## src/rtl/rvfi_dmem_pkg.sv

```systemverilog
// Shared types and helpers for the RVFI data-memory consistency checker.
package rvfi_dmem_pkg;

  localparam int unsigned XLEN_DEF = 32;
  localparam int unsigned NB       = XLEN_DEF / 8;
  localparam int unsigned LANE_W   = $clog2(NB);

  typedef struct packed {
    logic [NB-1:0]       written;
    logic [XLEN_DEF-1:0] data;
  } entry_t;

  function automatic int unsigned popcount(input logic [63:0] v);
    int unsigned n;
    n = 0;
    for (int unsigned i = 0; i < 64; i++) n += int'(v[i]);
    return n;
  endfunction

endpackage

```

## src/rtl/rvfi_dmem_shadow_entry.sv

```systemverilog
// One shadowed word: byte data plus written bits, with the per-channel chained view
// and per-lane check/mismatch vectors. Optional assertions under RISCV_FORMAL_DMEM_ASSERT_EN.
module rvfi_dmem_shadow_entry
  import rvfi_dmem_pkg::*;
#(
  parameter int unsigned XLEN = 32,
  parameter int unsigned NRET = 1
) (
  input  logic                       clk,
  input  logic                       resetn,
  input  logic [XLEN-1:0]            track_addr,
  input  logic [NRET-1:0]            valid,
  input  logic [NRET*XLEN-1:0]       mem_addr,
  input  logic [NRET*(XLEN/8)-1:0]   rmask,
  input  logic [NRET*(XLEN/8)-1:0]   wmask,
  input  logic [NRET*XLEN-1:0]       rdata,
  input  logic [NRET*XLEN-1:0]       wdata,
  output logic [NRET*(XLEN/8)-1:0]   check,
  output logic [NRET*(XLEN/8)-1:0]   mism
);

  localparam int unsigned LANES = XLEN / 8;
  localparam int unsigned LW    = $clog2(LANES);

  typedef struct packed {
    logic [LANES-1:0] written;
    logic [XLEN-1:0]  data;
  } shadow_t;

  shadow_t cur;
  shadow_t view;
  logic    hit;

  // Each channel checks against the view left by lower channels, then applies its own
  // write, so a same-channel AMO sees the old bytes.
  always_comb begin
    view  = cur;
    check = '0;
    mism  = '0;
    hit   = 1'b0;
    for (int unsigned c = 0; c < NRET; c++) begin
      hit = valid[c] && (mem_addr[c*XLEN+LW +: XLEN-LW] == track_addr[XLEN-1:LW]);
      for (int unsigned i = 0; i < LANES; i++) begin
        if (hit && rmask[c*LANES+i] && view.written[i]) begin
          check[c*LANES+i] = 1'b1;
          mism[c*LANES+i]  = (view.data[i*8 +: 8] != rdata[c*XLEN+i*8 +: 8]);
        end
      end
      for (int unsigned i = 0; i < LANES; i++) begin
        if (hit && wmask[c*LANES+i]) begin
          view.written[i]      = 1'b1;
          view.data[i*8 +: 8]  = wdata[c*XLEN+i*8 +: 8];
        end
      end
    end
  end

  always_ff @(posedge clk or negedge resetn) begin
    if (!resetn) cur <= '0;
    else         cur <= view;
  end

`ifdef RISCV_FORMAL_DMEM_ASSERT_EN
  always_ff @(posedge clk) begin
    if (resetn) begin
      for (int unsigned k = 0; k < NRET*LANES; k++) begin
        if (check[k]) assert (!mism[k]);
      end
    end
  end
`endif

endmodule

```

## src/rtl/rvfi_dmem_multi_check.sv

```systemverilog
// Multi-word, multi-channel RVFI data-memory consistency checker with sticky error capture.
// Define RISCV_FORMAL_DMEM_ASSERT_EN to add immediate assertions on every byte check.
module rvfi_dmem_multi_check
  import rvfi_dmem_pkg::*;
#(
  parameter int unsigned XLEN  = 32,
  parameter int unsigned NRET  = 1,
  parameter int unsigned DEPTH = 4,
  parameter int unsigned CNTW  = 16
) (
  input  logic                           clk,
  input  logic                           resetn,
  input  logic [DEPTH*XLEN-1:0]          track_addr,
  input  logic [NRET-1:0]                rvfi_valid,
  input  logic [NRET*64-1:0]             rvfi_order,
  input  logic [NRET*XLEN-1:0]           rvfi_mem_addr,
  input  logic [NRET*(XLEN/8)-1:0]       rvfi_mem_rmask,
  input  logic [NRET*(XLEN/8)-1:0]       rvfi_mem_wmask,
  input  logic [NRET*XLEN-1:0]           rvfi_mem_rdata,
  input  logic [NRET*XLEN-1:0]           rvfi_mem_wdata,
  output logic                           err,
  output logic [63:0]                    err_order,
  output logic [$clog2(NRET):0]          err_chan,
  output logic [$clog2(XLEN/8):0]        err_byte,
  output logic [CNTW-1:0]                check_cnt
);

  localparam int unsigned LANES = XLEN / 8;
  localparam int unsigned CHW   = $clog2(NRET) + 1;
  localparam int unsigned BW    = $clog2(LANES) + 1;
  localparam logic [CNTW+31:0] CNT_MAX = {{32{1'b0}}, {CNTW{1'b1}}};

  logic [NRET*LANES-1:0] chk_e  [DEPTH];
  logic [NRET*LANES-1:0] mism_e [DEPTH];

  for (genvar e = 0; e < DEPTH; e++) begin : g_entry
    rvfi_dmem_shadow_entry #(.XLEN(XLEN), .NRET(NRET)) u_entry (
      .clk        (clk),
      .resetn     (resetn),
      .track_addr (track_addr[e*XLEN +: XLEN]),
      .valid      (rvfi_valid),
      .mem_addr   (rvfi_mem_addr),
      .rmask      (rvfi_mem_rmask),
      .wmask      (rvfi_mem_wmask),
      .rdata      (rvfi_mem_rdata),
      .wdata      (rvfi_mem_wdata),
      .check      (chk_e[e]),
      .mism       (mism_e[e])
    );
  end

  logic [NRET*LANES-1:0] mism_all;
  int unsigned           add;
  logic                  found;
  logic [CHW-1:0]        first_chan;
  logic [BW-1:0]         first_byte;
  logic [63:0]           first_order;
  logic [CNTW+31:0]      sum;
  logic [CNTW-1:0]       cnt_next;

  always_comb begin
    mism_all = '0;
    add      = 0;
    for (int unsigned e = 0; e < DEPTH; e++) begin
      mism_all |= mism_e[e];
      for (int unsigned c = 0; c < NRET; c++)
        add += popcount(64'(chk_e[e][c*LANES +: LANES]));
    end
  end

  // Channel-major scan picks the lowest channel first, then its lowest lane.
  always_comb begin
    found       = 1'b0;
    first_chan  = '0;
    first_byte  = '0;
    first_order = '0;
    for (int unsigned c = 0; c < NRET; c++) begin
      for (int unsigned i = 0; i < LANES; i++) begin
        if (!found && mism_all[c*LANES+i]) begin
          found       = 1'b1;
          first_chan  = CHW'(c);
          first_byte  = BW'(i);
          first_order = rvfi_order[c*64 +: 64];
        end
      end
    end
  end

  always_comb begin
    sum      = (CNTW+32)'(check_cnt) + (CNTW+32)'(add);
    cnt_next = (sum > CNT_MAX) ? '1 : sum[CNTW-1:0];
  end

  always_ff @(posedge clk or negedge resetn) begin
    if (!resetn) begin
      err       <= 1'b0;
      err_order <= '0;
      err_chan  <= '0;
      err_byte  <= '0;
      check_cnt <= '0;
    end else begin
      if (found && !err) begin
        err       <= 1'b1;
        err_order <= first_order;
        err_chan  <= first_chan;
        err_byte  <= first_byte;
      end
      check_cnt <= cnt_next;
    end
  end

endmodule

```

## config.mk

```make
export PLATFORM = sky130hd
export DESIGN_NAME = rvfi_dmem_multi_check
export DESIGN_NICKNAME = d
export VERILOG_FILES = /design/src/rtl/rvfi_dmem_pkg.sv /design/src/rtl/rvfi_dmem_shadow_entry.sv /design/src/rtl/rvfi_dmem_multi_check.sv
export SDC_FILE = /design/constraint.sdc
export NUM_CORES = 1
export LEC_CHECK = 0
export CAP_MARGIN = 10
export CORE_ASPECT_RATIO = 1.1
export CORE_MARGIN = 5
export CORE_UTILIZATION = 45
export CTS_BUF_LIST = sky130_fd_sc_hd__clkbuf_16
export DETAILED_ROUTE_END_ITERATION = 7
export GPL_TIMING_DRIVEN = 0
export PLACE_DENSITY_LB_ADDON = 0.15
export SLEW_MARGIN = 20
export SYNTH_ARGS = -nofsm -noshare
export SYNTH_HDL_FRONTEND = slang
export SYNTH_HIERARCHICAL = 1
export SYNTH_SLANG_ARGS = --single-unit
```

## constraint.sdc

```tcl
create_clock -name clk -period 12.57 [get_ports clk]
set_input_delay 1.8855 -clock clk [delete_from_list [all_inputs] [get_ports clk]]
set_output_delay 1.8855 -clock clk [all_outputs]
set_load 0.005 [all_outputs]
```

# --- After elaboration in Yosys (flattened, before gate mapping) ---
# Cells that the tools add are included.
# Widths: inputs -> output; s select.
totals:
  input_bits: 299
  elab_cells: 180
  ff_bits: 228
  out_inout_bits: 85
classes:
  mux: 44
  bitwise: 3
  n_reduce_logical: 60
  n_eq_ne: 20
  n_lt_le_gt_ge: 1
  add_sub_neg: 16
op_table:
  columns: ["cell", "n"]
  rows:
  - ["$mux 64", 4]
  - ["$ne 8x8->1", 16]
  - ["$eq 30x30->1", 4]
  - ["$logic_and 1x1->1", 56]
  - ["$mux 1", 37]
  - ["$add 16x7->17", 1]
  - ["$gt 17x16->1 const B", 1]
  - ["$add 3x1->4", 4]
  - ["$mux 16", 1]
  - ["$add 2x1->3", 4]
  - ["$or 4x4->4", 3]
  - ["$add 1x1->2", 4]
  - ["$add 6x4->7", 1]
  - ["$add 5x4->6", 1]
  - ["$mux 3", 2]
  - ["$add 4x4->5", 1]
  - ["$logic_not 1->1", 4]

# --- Logic depth before layout (Yosys ltp) ---
logic_depth:
  word_depth: 19
  depth_mapped: 19
  ltp_nobuf: 19

# --- Hierarchy ---
# The synthesis kept the hierarchy.
modules_own_cells:
  columns: ["mod", "cells_per_inst", "area_each_um2", "instances"]
  rows:
  - ["rvfi_dmem_shadow_entry", 170, 2077.0, 4]
  - ["rvfi_dmem_multi_check", 284, 4119.0, 1]

# --- Worst setup path before layout ---
# No wires, ideal clock.
synth_timing:
  kind: "input to register"
  start: "input port track_addr[71]"
  end: "register check_cnt[15]"
  cell_stages: 16
  path_buffers: 0
  t_arrival_ns: 6.633
  setup_time_ns: 0.127
  required_time_ns: 12.443
  path_slack_ns: 5.810
  path_cell_list: "xnor2_1 nand4_1 nor4_4 nand3_1 nor2_1 inv_1 fa_1 fa_1 fa_1 fa_1 fa_1 nor2b_1 o21ai_1 o211a_1 or4_1 mux2_1"
synth_rtl:
  columns: ["item", "line_no", "text"]
  rows:
  - ["start: declaration", "rvfi_dmem_multi_check.sv:13", "input logic [DEPTH*XLEN-1:0] track_addr,"]
  - ["end signal: assignment", "rvfi_dmem_multi_check.sv:108", "check_cnt <= cnt_next;"]
  - ["end: declaration", "rvfi_dmem_multi_check.sv:25", "output logic [CNTW-1:0] check_cnt"]

==> run summary <==
Status = finished, final reports clean
Final wirelength = 33980 um
FF-to-FF setup slack = 7960 ps
IO Port Bufs = 371
Pint = 1.208 mW
Placer congestion estimate = 0.8969
Post-CTS Hold Buffers = 0
DRC Markers = 0
All-Layer GR Usage = 21.52%
Final Critical Period = 7683 ps
Antenna diodes = 0
Layout area overhead = 39.69%
Top Ports = 384
Syn avg cell area = 12.89 um2
Setup Fix Bufs, Post-CTS = 0
Sequential share of the synthesized area = 45.71%
Post-Syn Area = 12430 um2
Hold Slack = 460.7 ps
Yosys warns = 6
Worst stage delay on the critical path = 540 ps
Count of pins over their slew limit = 0
Critical path cell sequence = clkdlybuf4s50_1 -> xnor2_1 -> nand4_1 -> nor4_4 -> nand3_1 -> nor2_1 -> fa_1 -> inv_1 -> fa_1 -> fa_1 -> fa_1 -> fa_1 -> inv_1 -> fa_1 -> a21oi_1 -> o22ai_1 -> nand3_1 -> clkbuf_1 -> o21ai_0
Area of the multi-input gates = 6502 um2
ANT nets after route = 0
DR WL/cell = 19.56 um
DR iter-0 viols = 383
Post-place instance area = 16650 um2
Number of global-route vias before repair = 9317
Clk pin slew, worst setup/hold paths = 60 ps
Post-DP HPWL = 27420 um
Fillers = 2191
CTS tree = yes
Max Fanout on Critical Path = 10
Clk root buf = clkbuf_16
Final setup fails = 0
Initial antenna violation count = 0
Pwr Density = 90.24 nW/um2
TNS Setup = 0 ps
Layout cells sized above 1 = 19.20%
Top post-synthesis cells by area = dfrtp_1 46%, mux2_2 12%, xor2_1 9.1%
Clk_skew = 9.188 ps
Worst-Margin Slew = 654.1 ps
Starting density of the core = 45.83%
Die Span X = 168.4 um
CTS Buffer Depth = 3
VDD IR max = 0.08301 mV
Logic gate share of total power = 12.5%
GRT overflow = 0
Core area = 27120 um2
Vias = 8743
Final period util = 61.12%
Row count = 63
RSZ-0062 raised after global routing = false
Register area = 5680 um2
CTS buffer count = 25
Leak = 8.129 nW
Setup crit end kind = flop
Crit path max-delay cell type = clkdlybuf4s50_1
Htree depth = 1
Crit path required time = 12940 ps
Die ar. = 31040 um2
WP data arrival = 8050 ps
Drt via density = 5.033
Post-Place Worst Slack = 4333 ps
Worst Hold Class = reg -> reg
CP delay by family, top = adder cells
Largest net degree at the start of global routing = 94
Cell variety after synth = 45
Syn Inst Count = 964
Area share of the largest cell type after synthesis = 45.71%
First-pass GRT wire length = 53000 um
F_max = 130.2 MHz
Final Util = 64.02%
Clock sinks = 227
Clock Power Share = 40.8%
Sw frac = 22.88%
Critical setup path kind = in -> reg
Die Y = 184.3 um
Cell mode on critical path = fa_1
Setup WS post-layout = 4887 ps
Post-route cell area = 17360 um2
Net Switching = 0.3584 mW
Cell taking the most area after synthesis = dfrtp_1
Worst path bufs/invs = 4
Max_cap viols = 0
Slew HR = 56.30%
#FFs+latches synth = 227
# resized after CTS = 0
TritonRoute pass-1 iters = 4
CP startpoint kind = primary input
Fin. Hold Viols = 0
Final #Nets = 1684
Clock latency on the worst-skew pair = 510 ps
Sequential share of power = 46.7%
-- metrics by stage --
stage / power [mW] / std cells
2_1_floorplan: 0.7998 / 965
3_3_place_gp: 0.9378 / 1693
3_5_place_dp: 0.9412 / 1695
4_1_cts: 1.594 / 1737
5_1_grt: 1.637 / 1737
6_report: 1.566 / 1737
-- final timing paths --
kind,startpoint,endpoint,cells past startpoint
min in group asynchronous,resetn,err_order[42],1
max in group asynchronous,resetn,g_entry[0].u_entry/cur[28],2
min,g_entry[0].u_entry/cur[35],g_entry[0].u_entry/cur[35],1
max,rvfi_mem_addr[29],check_cnt[5],19
max reg2reg,g_entry[1].u_entry/cur[34],check_cnt[5],15
min reg2reg,g_entry[0].u_entry/cur[35],g_entry[0].u_entry/cur[35],1
-- state kept, by name (all words and copies together), names as in the netlist --
name / flops
g_entry.u_entry/cur: 144
err_order: 64
check_cnt: 16
err_byte: 2
err: 1
-- cell usage in the layout, fill, tap and decap left out, drive strengths merged, types with 2 or more instances in the layout --
cell type / n
nor3: 2
or4: 5
clkbuf: 26
xor2: 129
clkinv: 8
mux2: 195
inv: 38
nor4: 38
or2b: 16
xnor2: 124
nand2: 28
o21ai: 4
nand4: 46
clkdlybuf4s50: 370
conb: 2
nor2b: 2
o22a: 2
a21oi: 7
nor2: 36
buf: 11
fa: 12
nand3: 17
dfrtp: 227
ha: 8
a211oi: 16
-- power by group through the flow --
stage | combinational [mW] | clock, mW | sequential [mW]
finish | 0.196 | 0.639 | 0.731
global route | 0.212 | 0.694 | 0.730
CTS | 0.198 | 0.665 | 0.731
detailed placement | 0.197 | 0 | 0.744
global placement | 0.193 | 0 | 0.745
floorplan | 0.0555 | 0 | 0.744
-- layer usage --
metal / global-route usage [%] / up-vias / share of wire, %
met2: 38.34 / 271 / 50
met1: 28.17 / 4272 / 43
met5: 0 / - / 0
li1: - / 4171 / -
met3: 3.797 / 29 / 5.9
met4: 3.247 / 0 / 1.0
-- synth_stat cells, drive strengths merged --
cell type / number
dfrtp: 227
mux2: 195
xor2: 129
xnor2: 124
nand4: 46
nor4: 38
nor2: 36
inv: 29
nand2: 28
nand3: 17
a211oi: 16
or2b: 16
fa: 12
buf: 8
ha: 8
a21oi: 7
or4: 5
o21ai: 4
nor2b: 2
nor3: 2
o22a: 2
a31oi: 1
and3: 1
and4: 1
clkbuf: 1
conb: 1
nand2b: 1
nand3b: 1
o211a: 1
o211ai: 1
o21bai: 1
o22ai: 1
o32a: 1
or3: 1
-- final cells by class --
cell class	count	area share (%)
Tap cell	357	2.573
Inverter	29	0.6271
Multi-Input combinational cell	700	37.46
Timing Repair Buffer	373	21.74
Clock inverter	17	0.4757
Clock buffer	25	3.604
Sequential cell	227	32.72
Buffer	9	0.8001
-- kinds of logic (layout without fill, tap and decap cells) --
family | count (synthesis) | after routing | synth area share [%]
flip-flops | 227 | 227 | 45.71
buffers and inverters | 38 | 453 | 1.993
other | 1 | 2 | 0.03018
AND/OR/NAND/NOR | 195 | 195 | 10.18
AO/OA/AOI/OAI | 35 | 35 | 2.034
XOR/XNOR | 253 | 253 | 17.83
adder cells (fa/ha/maj) | 20 | 20 | 2.739
multiplexers | 195 | 195 | 19.48
Power figures use the tool's default switching activity.
==> patch 1 (config.mk and constraints unchanged) <==
`XLEN` is set to 32 in 2 places; all go to 64.
--- a/src/rtl/rvfi_dmem_shadow_entry.sv
+++ b/src/rtl/rvfi_dmem_shadow_entry.sv
@@ -4,5 +4,5 @@
   import rvfi_dmem_pkg::*;
 #(
-  parameter int unsigned XLEN = 32,
+  parameter int unsigned XLEN = 64,
   parameter int unsigned NRET = 1
 ) (
--- a/src/rtl/rvfi_dmem_multi_check.sv
+++ b/src/rtl/rvfi_dmem_multi_check.sv
@@ -4,5 +4,5 @@
   import rvfi_dmem_pkg::*;
 #(
-  parameter int unsigned XLEN  = 32,
+  parameter int unsigned XLEN  = 64,
   parameter int unsigned NRET  = 1,
   parameter int unsigned DEPTH = 4,
Ports: changed (7 resized); port bits go from 384 to 617. No check against the original RTL was run, so the function may have changed too.
==> patch 1 against the unedited design <==
Global-route usage increased by 5.4 points. Final area up 73%. Sequential cell count rose by 145. Power increased by 70%. Wire length is 120% higher. Register-to-register slack lost 1300 ps. Die area up 71%. Area after synthesis is 76% higher. Count of clock-buffer cells in the layout grew 15. Setup slack got worse by 2200 ps.
==> patch 1: results (changes against the unedited design) <==
status:
  status: "finished clean"
logic_synthesis:
  yosysSeqAreaShare: 0.425  # -0.0323
  synth_fa_ha_area_frac: 0.0323  # +0.00493
  yosysUniqueCellTypes: 59  # +31%
  avgSynthCellArea_um2: 12.2  # -5.4%
  synth_compound_area_frac: 0.0395  # +0.0191
final_layout:
  signal_buffers: 628  # +64%
  clkCellAreaFrac: 0.0397  # -0.00107
  buf_share: 0.213  # -0.0123
  clkbuf_count: 40  # +60%
  nFillCells: 3933  # +80%
  drive_above_1_share: 0.194  # +0.00238
  final.signal_inverter_count: 86  # +200%
  reg.largest.list: "g_entry.u_entry/cur (288), err_order (64), check_cnt (16)"
  nMultiInputCombCells: 1314  # +88%
placement:
  dp_hpwl_um: 59800  # +120%
  place_ws_ps: 2010  # -2320 ps
  io_buffers: 599  # +61%
timing:
  fin_crit_ps: 9860  # +2180 ps
  relSlewSlack: 0.333  # -0.230
  skew_ps: 30.7  # +21.6 ps
  timing.hold.ws_ps: 468  # +7.09 ps
worst_hold_path:
  min_to: "g_entry[0].u_entry/cur[69]$_DFFE_PN0P_"
  min_from: "g_entry[0].u_entry/cur[69]$_DFFE_PN0P_"
critical_path:
  worstReg2RegStart: "g_entry[3].u_entry/cur[68]$_DFFE_PN0P_"
  setup.worst_path.start: "rvfi_mem_addr[13]"
  cp-endpoint: "check_cnt[11]$_DFF_PN0_"
drt:
  drt_iter0_drc: 915  # +140%
  vias: 16600  # +90%
  met2_length_um: 36900  # +120%
floorplan:
  dieArea_um2: 53200  # +71%
global_routing:
  grt_max_degree: 93  # -1.1%
  grt_pass1_vias: 18300  # +97%
  grt_use_total: 0.269  # +0.0542
  antenna_found_initial: 9  # +9
  grtUsageMet1: 0.320  # +0.0384
power:
  switchingPower_uw: 637  # +78%
==> patch 1: changes by cell type after synthesis, sizes merged, moves of 16 or more <==
cell	before	now
or2	0	37
nand2b	1	25
nand2	28	44
a211oi	16	32
inv	29	86
nor4	38	96
nand3	17	40
nor3	2	36
mux2	195	322
xor2	129	320
dfrtp	227	372
==> patch 1: critical path, stage by stage <==
cell	delay, ps
clkdlybuf4s50_1	610
xnor2_1	520
nand4_1	160
nor4_1	640
nand4_4	540
or2_1	400
buf_6	170
buf_6	160
nor2_1	150
inv_1	80
fa_1	570
fa_1	440
fa_1	520
fa_1	430
fa_1	530
fa_1	430
fa_1	450
fa_1	420
nor2b_1	240
o31ai_1	150
a211o_1	430
and4_1	270
a21oi_1	130
==> patch 1: power by group through the flow <==
stage	Clock, uW	Combinational [uW]	Sequential, uW
after detailed placement	0	371	1220
final	1100	371	1200
after floorplan	0	103	1220
after CTS	1120	373	1200
after global placement	0	361	1220
after global routing	1180	398	1200
==> patch 2 (config.mk and constraints unchanged) <==
Without the edit above. Register the output `err_order` once more, without a reset; this adds one clock of latency there. The other outputs are not delayed to match.
--- a/src/rtl/rvfi_dmem_multi_check.sv
+++ b/src/rtl/rvfi_dmem_multi_check.sv
@@ -30,4 +30,6 @@
   localparam int unsigned BW    = $clog2(LANES) + 1;
   localparam logic [CNTW+31:0] CNT_MAX = {{32{1'b0}}, {CNTW{1'b1}}};
+
+  logic [63:0] err_order_s0;
 
   logic [NRET*LANES-1:0] chk_e  [DEPTH];
@@ -95,5 +97,5 @@
     if (!resetn) begin
       err       <= 1'b0;
-      err_order <= '0;
+      err_order_s0 <= '0;
       err_chan  <= '0;
       err_byte  <= '0;
@@ -102,5 +104,5 @@
       if (found && !err) begin
         err       <= 1'b1;
-        err_order <= first_order;
+        err_order_s0 <= first_order;
         err_chan  <= first_chan;
         err_byte  <= first_byte;
@@ -110,4 +112,8 @@
   end
 
+  always_ff @(posedge clk) begin
+    err_order <= err_order_s0;
+  end
+
 endmodule
 
Formal check against the unedited RTL: not equivalent (a bounded check fails within 4 cycles, from zero or initial values and one cycle with resetn low).
==> patch 2 against the unedited design <==
Setup slack lost 64 ps. Synthesized cell count grew 6.6%. Register-to-register slack lost 20 ps. Critical path type unchanged. Power grew 29%. Critical endpoint is now check_cnt[13]$_DFF_PN0_. Via count grew 5.3%. Core utilization shrank 1.2 points. Final area grew 9.5%. Sequential cell count grew 64. Die area grew 9.7%. Area after synthesis grew 10%. Clock skew grew 3.0 ps. Wire length grew 2.6%.
==> patch 2: results (changes against the unedited design) <==
timing:
  max_freq_ghz: 0.129  # -0.83%
  skew_ps: 12.2  # +3.03 ps
placement:
  place_ws_ps: 4300  # -36.3 ps
  placedCellCount: 1816  # +7.1%
  place_area_um2: 18000  # +8.2%
clock_tree:
  numCtsBuffers: 30  # +20%
  insertion_delay_ps: 550  # +40 ps
power:
  leakage_uw: 0.00875  # +7.7%
logic_synthesis:
  yosysSeqAreaShare: 0.508  # +0.0506
  avgSynthCellArea_um2: 13.3  # +3.5%
global_routing:
  use_met3: 0.0530  # +0.0151
  grt_pass1_vias: 9893  # +6.2%
  grt_max_degree: 100  # +6.4%
  antenna_found_initial: 2  # +2
final_layout:
  finish.utilization: 0.628  # -0.0119
  reg.largest.list: "g_entry.u_entry/cur (144), err_order (64), err_order_s0 (64)"
  nFillCells: 2484  # +13%
  layout.cells.non_filler: 1871  # +7.7%
drt:
  wl_met3_um: 2640  # +33%
  drt-met1-wl_um: 13800  # -6.3%
  vias_per_cell: 4.92  # -2.3%
status:
  status: "finished clean"
critical_path:
  worstReg2RegStart: "g_entry[3].u_entry/cur[32]$_DFFE_PN0P_"
  reg2reg_slack_ps: 7940  # -20 ps
worst_hold_path:
  min_from: "err_order_s0[1]$_DFFE_PN0P_"
  min_to: "err_order[1]$_DFF_P_"
[patch 2: kinds of logic after synthesis]
| kind of cell | Yosys count | synth area share |
|---|---|---|
| fa+ha+maj | 20 | 0.0248 |
| other cells | 1 | 0.000273 |
| mux | 193 | 0.175 |
| xor+xnor | 253 | 0.162 |
| flops | 291 | 0.508 |
| compound gates | 42 | 0.0226 |
| simple gates | 191 | 0.0902 |
| buf+inv | 37 | 0.0179 |
[patch 2: cell type report]
| class | instances | area [um^2] | share of cell area |
|---|---|---|---|
| clock inverters | 21 | 155 | 0.00816 |
| clock buffers | 34 | 851 | 0.0447 |
| repair buffers | 373 | 3770 | 0.198 |
| plain buffers | 10 | 144 | 0.00757 |
| well taps | 414 | 518 | 0.0272 |
| multi-input cells | 701 | 6510 | 0.342 |
| inverters | 27 | 101 | 0.00533 |
| flip-flops and latches | 291 | 6960 | 0.366 |
[patch 2: power breakdown]
group	switching [uW]	internal, uW
logic	76.9	118
registers	0.0000119	934
clock network	363	523
total	440	1570
